==> src/rtl/neuron_controller.sv <==
`timescale 1ns/1ps
// -----------------------------------------------------------------------------
// neuron_controller
//
// Control side of the neuron MAC datapath. One evaluation runs in this order:
//   1. Clear the accumulator for one cycle.
//   2. Sweep index 0..N-1 with ld high, one pair per cycle.
//   3. Wait one settle cycle so the activation output reflects the last add.
//   4. Capture result_in and offer it downstream until it is accepted.
//
// Ports
//   clk          system clock, rising edge
//   rst          asynchronous active-low reset
//   start        request one evaluation; only sampled in IDLE
//   busy         high in every state except IDLE
//   index        pair select to the datapath (IDX_W bits)
//   ld           accumulator load enable to the datapath
//   reg_rst      accumulator clear to the datapath
//   result_in    activated accumulator value from the datapath
//   result_out   captured neuron result
//   result_valid result_out holds a result not yet accepted
//   result_ready downstream accepts result_out
//   state_dbg    current FSM state (0 IDLE, 1 CLEAR, 2 ACCUM, 3 SETTLE, 4 DONE)
//
// Handshake: result_out is transferred on a rising edge where result_valid
// and result_ready are both high. result_valid stays high, and result_out
// stays stable, until that edge. result_ready has no effect while
// result_valid is low.
//
// Every output is either a register or a decode of the state register, so
// there is no combinational path from start or result_ready to any output.
// N must lie in 1..65535 so that N-1 fits in the index counter.
// -----------------------------------------------------------------------------
module neuron_controller #(
   parameter int N     = 16,
   parameter int IDX_W = 16
) (
   input  logic             clk,
   input  logic             rst,
   input  logic             start,
   output logic             busy,
   output logic [IDX_W-1:0] index,
   output logic             ld,
   output logic             reg_rst,
   input  logic [15:0]      result_in,
   output logic [15:0]      result_out,
   output logic             result_valid,
   input  logic             result_ready,
   output logic [2:0]       state_dbg
);

   typedef enum logic [2:0] {
      S_IDLE   = 3'd0,
      S_CLEAR  = 3'd1,
      S_ACCUM  = 3'd2,
      S_SETTLE = 3'd3,
      S_DONE   = 3'd4
   } state_t;

   localparam logic [IDX_W-1:0] LAST_IDX = IDX_W'(N - 1);

   state_t state;
   state_t state_next;
   logic   at_last;

   assign at_last   = (index == LAST_IDX);
   assign state_dbg = state;

   // State register
   always_ff @(posedge clk or negedge rst) begin
      if (!rst) begin
         state <= S_IDLE;
      end else begin
         state <= state_next;
      end
   end

   // Next-state logic
   always_comb begin
      state_next = state;
      case (state)
         S_IDLE:   if (start)        state_next = S_CLEAR;
         S_CLEAR:                    state_next = S_ACCUM;
         S_ACCUM:  if (at_last)      state_next = S_SETTLE;
         S_SETTLE:                   state_next = S_DONE;
         S_DONE:   if (result_ready) state_next = S_IDLE;
         default:                    state_next = S_IDLE;
      endcase
   end

   // Output decode from the state register
   always_comb begin
      busy         = 1'b1;
      ld           = 1'b0;
      reg_rst      = 1'b0;
      result_valid = 1'b0;
      case (state)
         S_IDLE:  busy         = 1'b0;
         S_CLEAR: reg_rst      = 1'b1;
         S_ACCUM: ld           = 1'b1;
         S_DONE:  result_valid = 1'b1;
         default: ;
      endcase
   end

   // Index counter: zero until the sweep starts, counts once per ACCUM cycle,
   // stops at N-1 (so it is still N-1 during SETTLE), then returns to zero.
   always_ff @(posedge clk or negedge rst) begin
      if (!rst) begin
         index <= '0;
      end else begin
         case (state)
            S_ACCUM:  if (!at_last) index <= index + IDX_W'(1);
            S_SETTLE: index <= '0;
            default:  index <= '0;
         endcase
      end
   end

   // Result capture at the end of the settle cycle; held until the next capture.
   always_ff @(posedge clk or negedge rst) begin
      if (!rst) begin
         result_out <= '0;
      end else if (state == S_SETTLE) begin
         result_out <= result_in;
      end
   end

endmodule

==> config.mk <==
export PLATFORM = sky130hd
export DESIGN_NAME = neuron_controller
export DESIGN_NICKNAME = d
export VERILOG_FILES = /design/src/rtl/neuron_controller.sv
export SDC_FILE = /design/constraint.sdc
export NUM_CORES = 1
export LEC_CHECK = 0
export CAP_MARGIN = 20
export CORE_AREA = 2 2 70 56
export CTS_CLUSTER_DIAMETER = 200
export CTS_CLUSTER_SIZE = 14
export DETAILED_ROUTE_END_ITERATION = 7
export DIE_AREA = 0 0 72 58
export GPL_ROUTABILITY_DRIVEN = 0
export PLACE_DENSITY_LB_ADDON = 0.3
export SLEW_MARGIN = 20
export SYNTH_ARGS = -nofsm -noshare
export SYNTH_HDL_FRONTEND = slang
export SYNTH_SLANG_ARGS = --single-unit
export TNS_END_PERCENT = 100
==> constraint.sdc <==
create_clock -name clk -period 3.3 [get_ports clk]
set_clock_uncertainty 0.1 [all_clocks]
set_input_delay 0.66 -clock clk [delete_from_list [all_inputs] [get_ports clk]]
set_output_delay 0.66 -clock clk [all_outputs]
set_load 0.02 [all_outputs]
==> out/metrics.cfg <==
[sta]
worstMarginPinSlew_ns=0.6099
slew_viol_final=0
rsz0062_at_grt=false
min_period_over_period=0.8560
finalSetupTns_ns=0
timing.fmax_mhz=354.0
fin_crit_ns=2.825
setup_viol=0
slew_headroom=0.5924
hold_viol_final=0

[synthesis]
synth_edf_count=0
synth-xor-area-share=0.05587
synth_cell_types=29
synth_cells=133
synth-seq-cells=35
synthSimpleGateAreaFrac=0.1796
syn-num-nets=154
syn_area_per_cell_um2=11.79
synth_top_family_by_area=simple AND/OR/NAND/NOR gates
synthMuxAreaShare=0.1277
synthAdderAreaFrac=0.007981
ys_seq_area_frac=0.5587
ys.flop_type=dfrtp_1
synth_area_um2=1568
async_reset_ff_frac=1.000
yosys_warnings=0
synth-compound-area-share=0.03512

[global_routing]
grt_usage=0.1864
overflow=0
antenna_found_initial=0
grt_pass1_wl_mm=5.851
grt_max_degree=36
grt_pass1_vias=1242

[layout]
fin_cells=238
drive_gt1_frac=0.1378
final_nets=216
nFillCells=268
syn2layout_area_growth_pct=45.17
num_antenna_cells=0

[status]
status=completed

[critical_path]
cp-start-kind=flop
crit_type=flop to primary output
endpoint_kind=primary output
worstPathCellList=nor2_1, nand2_1, inv_1, clkdlybuf4s50_1
crit_path_top_delay_cell=clkdlybuf4s50_1
worst_ep_required_time_ns=2.54
crit_arrival_ns=2.06
cp_max_fo=17
cpPeakStageDelay_ns=0.62

[hold_path]
worstHoldPathType=flop to flop

[floorplan]
coreArea_um2=3495
die_y_um=58
fp-row-count=19
start_util=0.4486
ios=59
die_x_um=72
die_area_um2=4176

[placement]
placed_cells=230
port_buffers=58
dp_hpwl_mm=2.707

[cts]
hold_buffers=0
cts_sinks=35
clock_latency_ns=0.28
htreeDepth=2
cts-root-buf=clkbuf_8
cts_setup_buffers=0
cts_tree=built
cts_resized=0
ctsLongestPathBuffers=2
cts_buffers=5
clk_pin_slew_ns=0.07

[route]
drt_iter0_markers=94
drt_pre_antenna_iters=4
drc=0
wirelength_mm=3.661
antenna_left=0
post_drt_wl_per_cell_um=15.38
num_vias=1232
routed_via_density=5.176

[flow_run]
cap_violations=0

[pwr]
p_per_area_nw_per_um2=770.4
p_leak_nw=0.9103
peakVddDrop_mv=0.5962

==> final timing paths <==
check	start	to	slack (ns)	cells after the start
setup / recovery	state_dbg[0]$_DFFE_PN0P_	ld	0.48	4
hold / removal	result_out[5]$_DFFE_PN0N_	result_out[5]$_DFFE_PN0N_	0.40	1
setup reg to reg	index[0]$_DFFE_PN0P_	index[3]$_DFFE_PN0P_	1.48	5
hold reg to reg	result_out[5]$_DFFE_PN0N_	result_out[5]$_DFFE_PN0N_	0.40	1
max in group asynchronous	rst	index[11]$_DFFE_PN0P_	2.11	2
min in group asynchronous	rst	index[13]$_DFFE_PN0P_	0.68	2
==> metal layers <==
layer	GRT usage	share of wire
met1	0.2483	0.44
met2	0.3003	0.52
met3	0.04174	0.026
met4	0.07278	0.019
met5	0	0
==> flip-flops by register name, indices dropped and copies added (netlist names) <==
register	count
index	16
result_out	16
state_dbg	3
==> cell families after synthesis <==
family | count (synthesis)
multiplexers | 18
buffers and inverters | 10
AND/OR/NAND/NOR | 49
adder cells (fa/ha/maj) | 1
XOR/XNOR | 10
flip-flops | 35
AO/OA/AOI/OAI | 10
==> Yosys cell counts (all sizes together), types with 2 or more instances <==
master  count  area share
mux2i       2       0.013
a21oi       4       0.013
nor3        5       0.016
xor2        2       0.011
dfrtp      35        0.56
o21ai       4       0.013
nand3       6       0.019
nor2       14       0.035
nor4        6       0.036
nand4       3       0.016
xnor2       8       0.045
nand2       5       0.012
or3         5       0.020
inv         6       0.014
mux2       16        0.11
buf         4       0.021
==> metrics by stage <==
stage	cell area (um^2)	power, mW	hold slack, ns	setup slack [ns]	utilization
after global placement	2176	1.400	0.3781	0.8744	0.6226
after global routing	2276	1.842	0.4215	0.3170	0.6513
after floorplan	1568	1.055	0.2644	1.350	-
final	2276	1.753	0.3990	0.4753	0.6513
after detailed placement	2176	1.434	0.3808	0.7769	0.6226
after CTS	2276	1.778	0.4061	0.4822	0.6513
==> where the power goes <==
group | internal [mW] | leakage [nW] | switching [mW] | total, mW
clock | 0.190 | 0.0515 | 0.145 | 0.335
combinational | 0.392 | 0.411 | 0.378 | 0.770
sequential | 0.556 | 0.448 | 0.0921 | 0.648
==> cell type report <==
type / count / area, um^2 / share of cell area
tap: 42 / 52.55 / 0.02309
sequential: 35 / 875.8 / 0.3848
multi-input combinational: 88 / 636.9 / 0.2798
inverter: 6 / 22.52 / 0.009896
timing repair buffer: 59 / 588.1 / 0.2584
clock buffer: 8 / 100.1 / 0.04398
==> cell usage in the layout (no fill, tap or decap), drive strengths merged <==
cell type	Yosys	layout
buf	4	1
nor4	6	6
nand3	6	6
a21oi	4	4
nand3b	1	1
nor3	5	5
inv	6	6
mux2i	2	2
nor3b	1	1
xnor2	8	8
or3	5	5
o31ai	1	1
nand4	3	3
o21ai	4	4
mux2	16	16
or2	1	1
and3	1	1
xor2	2	2
and4	1	1
o211ai	1	1
ha	1	1
dfrtp	35	35
clkdlybuf4s50	0	58
clkbuf	0	8
nand2	5	5
nor2	14	14
==> worst max-delay path, delay by kind of cell, from the launching register on <==
| family | cells | cell delay (ns) |
|---|---|---|
| flops | 1 | 0.45 |
| simple gates | 2 | 0.49 |
| buf+inv | 2 | 0.84 |
Note: power is estimated with default switching activity, not from simulation.
